[src/rtl/uart_byte_rx.sv]
// 8N1 UART receive deframer: two-flop input synchronizer, mid-bit sampling FSM,
// and a single-entry valid/ready holding register with frame/overrun error pulses.
module uart_byte_rx #(
    parameter int CLKS_PER_BIT = 32,
    parameter int DATA_BITS    = 8
) (
    input  logic                 clk,
    input  logic                 rstN,
    input  logic                 rx,
    output logic [DATA_BITS-1:0] m_data,
    output logic                 m_valid,
    input  logic                 m_ready,
    output logic                 busy,
    output logic                 frame_err,
    output logic                 overrun_err
);

    localparam int CNT_W = $clog2(CLKS_PER_BIT);
    localparam int IDX_W = $clog2(DATA_BITS);

    localparam logic [CNT_W-1:0] HALF_LAST = CNT_W'(CLKS_PER_BIT / 2 - 1);
    localparam logic [CNT_W-1:0] BIT_LAST  = CNT_W'(CLKS_PER_BIT - 1);
    localparam logic [IDX_W-1:0] IDX_LAST  = IDX_W'(DATA_BITS - 1);

    typedef enum logic [2:0] {
        IDLE,
        START,
        DATA,
        STOP,
        WAIT_IDLE
    } state_t;

    state_t               state;
    state_t               state_next;
    logic [CNT_W-1:0]     cnt;
    logic [CNT_W-1:0]     cnt_next;
    logic [IDX_W-1:0]     bit_idx;
    logic [IDX_W-1:0]     bit_idx_next;
    logic [DATA_BITS-1:0] shift_reg;
    logic                 rx_meta;
    logic                 rx_s;
    logic                 sample_bit;
    logic                 good_stop;
    logic                 bad_stop;

    // Synchronizer resets to the idle level so a reset never looks like a start bit.
    always_ff @(posedge clk) begin
        if (!rstN) begin
            rx_meta <= 1'b1;
            rx_s    <= 1'b1;
        end else begin
            rx_meta <= rx;
            rx_s    <= rx_meta;
        end
    end

    always_ff @(posedge clk) begin
        if (!rstN) begin
            state   <= IDLE;
            cnt     <= '0;
            bit_idx <= '0;
        end else begin
            state   <= state_next;
            cnt     <= cnt_next;
            bit_idx <= bit_idx_next;
        end
    end

    always_comb begin
        state_next   = state;
        cnt_next     = cnt + CNT_W'(1);
        bit_idx_next = bit_idx;
        sample_bit   = 1'b0;
        good_stop    = 1'b0;
        bad_stop     = 1'b0;

        case (state)
            IDLE: begin
                cnt_next = '0;
                if (!rx_s) begin
                    state_next = START;
                end
            end
            START: begin
                if (cnt == HALF_LAST) begin
                    cnt_next     = '0;
                    bit_idx_next = '0;
                    state_next   = rx_s ? IDLE : DATA;
                end
            end
            DATA: begin
                if (cnt == BIT_LAST) begin
                    cnt_next   = '0;
                    sample_bit = 1'b1;
                    if (bit_idx == IDX_LAST) begin
                        state_next = STOP;
                    end else begin
                        bit_idx_next = bit_idx + IDX_W'(1);
                    end
                end
            end
            STOP: begin
                // Leaving at mid-stop gives half a bit of slack for the next start edge.
                if (cnt == BIT_LAST) begin
                    cnt_next = '0;
                    if (rx_s) begin
                        good_stop  = 1'b1;
                        state_next = IDLE;
                    end else begin
                        bad_stop   = 1'b1;
                        state_next = WAIT_IDLE;
                    end
                end
            end
            WAIT_IDLE: begin
                cnt_next = '0;
                if (rx_s) begin
                    state_next = IDLE;
                end
            end
            default: begin
                cnt_next   = '0;
                state_next = IDLE;
            end
        endcase
    end

    always_ff @(posedge clk) begin
        if (!rstN) begin
            shift_reg <= '0;
        end else if (sample_bit) begin
            shift_reg[bit_idx] <= rx_s;
        end
    end

    always_ff @(posedge clk) begin
        if (!rstN) begin
            m_data      <= '0;
            m_valid     <= 1'b0;
            busy        <= 1'b0;
            frame_err   <= 1'b0;
            overrun_err <= 1'b0;
        end else begin
            busy        <= (state_next != IDLE);
            frame_err   <= bad_stop;
            overrun_err <= good_stop && m_valid && !m_ready;
            if (good_stop && (!m_valid || m_ready)) begin
                m_data  <= shift_reg;
                m_valid <= 1'b1;
            end else if (m_valid && m_ready) begin
                m_valid <= 1'b0;
            end
        end
    end

endmodule

[config.mk]
export PLATFORM = sky130hd
export DESIGN_NAME = uart_byte_rx
export DESIGN_NICKNAME = d
export VERILOG_FILES = /design/src/rtl/uart_byte_rx.sv
export SDC_FILE = /design/constraint.sdc
export NUM_CORES = 1
export LEC_CHECK = 0
export ABC_AREA = 1
export BUFFER_PORTS_ARGS = -buffer_cell sky130_fd_sc_hd__buf_2
export CORE_ASPECT_RATIO = 1.25
export CORE_MARGIN = 4
export CORE_UTILIZATION = 55
export CTS_BUF_LIST = sky130_fd_sc_hd__clkbuf_16
export DETAILED_ROUTE_END_ITERATION = 12
export GPL_TIMING_DRIVEN = 0
export PLACE_DENSITY = 0.75
export SLEW_MARGIN = 20
export SYNTH_ARGS = -nofsm -noshare
export SYNTH_HDL_FRONTEND = slang
export SYNTH_SLANG_ARGS = --single-unit
[constraint.sdc]
create_clock -name clk -period 3.6 [get_ports clk]
set_input_delay 0.72 -clock clk [delete_from_list [all_inputs] [get_ports clk]]
set_output_delay 0.72 -clock clk [all_outputs]
set_load 0.02 [all_outputs]
Word-level counts from Yosys, hierarchy flattened. Index checks and enable logic that the tools add are counted.

Register bits after elaboration: 33. Bits in latches: 0. RAM bits: 0. ROM bits: 0. Bits of input ports: 4. Word-level logic and storage cells: 67. Memories kept: 0.

Add/sub/neg operators: 2. Multiply operators: 0. Divide/modulo/power cells: 0. $lt $le $gt $ge: 2. Equal/unequal tests: 10. Shift-type cells: 0. Mux-type cells: 27. Bitwise operators: 0. Reduce and logical (&&, ||, !) cells: 15.

Operators with widths (number): 2-to-1 mux 3 bit (10); case mux 3 bit (5 select lines) (1); 2-to-1 mux 5 bit (2); case mux 5 bit (2 select lines) (1); 2-to-1 mux 1 bit (9); bitwise mux 8 bit (1); == test 3 x 2 -> 1 bit, second input constant (2); == test 3 bit, second input constant (2); != test 2 bit, second input constant (3); case mux 3 bit (2 select lines) (1); adder 5 x 1 -> 5 bit, second input constant (1); == test 5 x 4 -> 1 bit, second input constant (1); == test 5 bit, second input constant (1); logical AND 1 bit (5); < comparator 3 x 4 -> 1 bit, second input constant (1); AND reduction 4 bit (1); nonzero test 2 bit (2); adder 3 x 1 -> 3 bit, second input constant (1); demux 1 bit (select 3 bit) (1); == test 3 x 1 -> 1 bit, second input constant (1); greater-or-equal comparator 3 x 1 -> 1 bit, second input constant (1); zero test 3 bit (1); AND reduction 3 bit (1); nonzero test 3 bit (1); other kinds (4) (5).

Longest topological paths before layout.
Depth in word-level cells: 5. Gate-level depth with buffers: 10. Mapped depth without buffers: 10.

Least setup slack after synthesis. OpenSTA, ideal clock, no wires.

Path type: reg-to-reg. Start: reg cnt[0]. End: reg m_data[0]. Arrival time: 1554 ps. Data required time: 3468 ps. Slack: 1914 ps. Stages on the path, launching flop included: 10. Buffers on the path: 0. Period minus slack after synthesis: 1686 ps. Path through: dfxtp_1 -> ha_1 -> nand3_1 -> inv_1 -> ha_1 -> nand2_1 -> nor2_8 -> nand2_2 -> nand2_1 -> a21oi_1.

Longest elaborated chain between the ends: 4.

RTL lines: start, declared (line 35) `logic [CNT_W-1:0] cnt;`; start signal, assigned (line 64) `cnt <= cnt_next;`; == test 5 bit (line 104) `if (cnt == BIT_LAST) begin`; 2-to-1 mux 1 bit (line 104); 2-to-1 mux 1 bit (line 77) `case (state)`; logical AND 1 bit (line 147) `if (good_stop && (!m_valid || m_ready)) begin`; end signal, assigned (line 148) `m_data <= shift_reg;`; end, declared (line 10) `output logic [DATA_BITS-1:0] m_data,`.

Every way passes these cells. A chain may end at the register's enable or synchronous reset.

Worst setup path after layout.
Start: reg cnt[0]. End: reg m_data[4].

The elaborated chain is that of the path after synthesis.

==> flow_metrics.env <==
export IMPL_outcome="finished, final reports clean"
export IMPL_synth_fa_ha_area_frac=0.0581
export IMPL_crit_buf_inv=1
export IMPL_routedWlPerCell_um=12.7
export IMPL_yosys_register_bits=33
export IMPL_slowest_delay_ps=350
export IMPL_layout_cells_non_filler=249
export IMPL_fin_tns_setup_ps=0
export IMPL_hold_viol_final=0
export IMPL_grt_overflow_total=0
export IMPL_htree_levels=2
export IMPL_crit_path_end_kind="flop"
export IMPL_whs_ps=408
export IMPL_utilization=0.706
export IMPL_synth_xor_area_share=0.0116
export IMPL_avgSynthCellArea_um2=7.81
export IMPL_dp_hpwl_mm=2.29
export IMPL_synth_top_family_by_area="simple AND/OR/NAND/NOR gates"
export IMPL_placed_cell_area_um2=1620
export IMPL_finalCriticalPeriod_ps=1980
export IMPL_synth_area_leader_cell="dfxtp_1"
export IMPL_dr_pass1_iters=4
export IMPL_rsz0062_at_grt="no"
export IMPL_portBuffers=15
export IMPL_syn2layout_area_growth_pct=18.5
export IMPL_cp_slowest_cell="dfxtp_1"
export IMPL_clkSinkCount=33
export IMPL_start_util=0.596
export IMPL_die_h_um=66.5
export IMPL_diodes=0
export IMPL_yosysWarnings=0
export IMPL_drive_above_1_share=0.185
export IMPL_synthMuxAreaShare=0
export IMPL_critical_path_top_delay_family="simple AND/OR/NAND/NOR gates"
export IMPL_slew_headroom=0.680
export IMPL_p_leak_nw=0.770
export IMPL_critPathArrivalTime_ps=2120
export IMPL_nets=226
export IMPL_worstPathRequired_ps=3740
export IMPL_drc=0
export IMPL_syn_num_nets=204
export IMPL_yosysTopAreaCellShare=0.439
export IMPL_multi_input_area_um2=752
export IMPL_cts_resized=0
export IMPL_synth_cell_types=27
export IMPL_seq_area_um2=661
export IMPL_fin_worst_skew_ps=5.83
export IMPL_synth_compound_area_frac=0.105
export IMPL_clk_latency_ps=280
export IMPL_ant_nets=0
export IMPL_gp_congestion=0.881
export IMPL_setup_viol=0
export IMPL_place_inst=241
export IMPL_postCtsSetupBuffers=0
export IMPL_via_per_inst=5.35
export IMPL_netlist_top_cells_area="dfxtp_1 (44%), nand3_1 (8.3%), nand2_1 (7.5%)"
export IMPL_wl_mm=3.16
export IMPL_core_area_um2=2530
export IMPL_total_power_mw=0.858
export IMPL_syn_area_um2=1510
export IMPL_grt_usage=0.212
export IMPL_cts_tree="built"
export IMPL_worstMarginPinSlew_ps=480
export IMPL_grt_antenna_before_repair=0
export IMPL_worst_setup_path_type="reg -> reg"
export IMPL_cts_clk_slew_worst_paths_ps=50
export IMPL_die_x_um=54.8
export IMPL_placementRows=20
export IMPL_cts_path_max_buffers=2
export IMPL_powerDensity_nw_per_um2=481
export IMPL_cap_violations=0
export IMPL_first_global_vias=1327
export IMPL_grt_max_degree=11
export IMPL_start_kind="flop"
export IMPL_cts_inserted_buffers=5
export IMPL_seq_area_frac_synth=0.439
export IMPL_final_area_um2=1790
export IMPL_finalMaxSlewViolations=0
export IMPL_ir_drop_v=0.000413
export IMPL_critical_path_max_fanout=10
export IMPL_drtIter0Drc=35
export IMPL_vias=1333
export IMPL_netlist_instances=193
export IMPL_clock_root_buffer="clkbuf_16"
export IMPL_post_route_period_util=0.551
export IMPL_hold_buffers=0
export IMPL_synth_simple_gate_area_frac=0.325
export IMPL_fill_cells=206
export IMPL_timing_fmax_ghz=0.504
export IMPL_grt_pass1_wl_mm=5.49
export IMPL_layout_setup_ws_ps=1620
export IMPL_hp_class="reg -> reg"
export IMPL_ioPinCount=16
export IMPL_crit_chain="ha_1, nand3_1, inv_1, ha_1, nand2_1, nor2_8, nand2_2, nand2_1, a21oi_1"
export IMPL_dpl_worst_slack_ps=1650
export IMPL_die_area_um2=3650
[Yosys cell counts, drive strengths merged]
library cell,number
a21boi,1
a21oi,21
a31oi,1
clkbuf,3
clkinv,1
dfxtp,33
ha,7
inv,21
nand2,32
nand3,28
nor2,30
nor3,3
o21ai,7
or2,3
xnor2,1
xor2,1
[worst paths after layout]
path	start	endpoint	slack (ps)	cells past startpoint
min reg2reg	rx_meta$_SDFF_PN1_	rx_s$_SDFF_PN1_	410	1
max	cnt[0]$_SDFF_PN0_	m_data[4]$_SDFFE_PN0P_	1620	9
min	rx_meta$_SDFF_PN1_	rx_s$_SDFF_PN1_	410	1
max reg2reg	cnt[0]$_SDFF_PN0_	m_data[4]$_SDFFE_PN0P_	1620	9
[worst register-to-register path, cell delays in order (launching register included)]
cell and delay (ps):
dfxtp_1 350, ha_1 190, nand3_1 110, inv_1 110
ha_1 320, nand2_1 210, nor2_8 240, nand2_2 160
nand2_1 110, a21oi_1 70
[layout make-up]
type | count | area share
timing repair buffer | 15 | 0.0420
clock inverter | 3 | 0.0210
sequential | 33 | 0.370
buffer | 3 | 0.00631
multi-input combinational | 135 | 0.421
tap | 33 | 0.0231
clock buffer | 5 | 0.0701
inverter | 22 | 0.0463
[cells by family after synthesis]
| family | Yosys count |
|---|---|
| AO/OA/AOI/OAI | 30 |
| flip-flops | 33 |
| AND/OR/NAND/NOR | 96 |
| XOR/XNOR | 2 |
| adder cells (fa/ha/maj) | 7 |
| buffers and inverters | 25 |
[where the power goes]
part	internal [mW]	switching (mW)	leakage [nW]
combinational	0.00662	0.0158	0.421
sequential	0.368	0.00208	0.266
clock	0.321	0.145	0.0826
[routing by layer]
layer	global-route usage	share of wire	vias up	wire (µm)
met3	0.0671	0.038	4	119
met2	0.371	0.55	30	1740
met5	0	0	-	0
li1	-	-	668	-
met1	0.215	0.40	631	1260
met4	0.106	0.014	0	43
[cell usage in the layout, fill, tap and decap left out]
cell type	n
nand2_1	30
ha_1	7
nand2_2	1
clkbuf_16	5
nand3_2	2
dfxtp_1	33
xor2_1	1
nand3_4	1
a31oi_1	1
nor2_2	2
clkinv_1	2
inv_1	18
nand3_1	25
o21ai_1	4
nand2_4	1
a21boi_0	1
o21ai_0	3
xnor2_1	1
nor3_1	2
clkbuf_1	3
or2_2	3
nor3_2	1
nor2_1	25
a21oi_2	1
inv_2	4
buf_2	15
nor2_8	2
a21oi_1	20
nor2_4	1
bufinv_16	1
(Power assumes the default switching activity.)
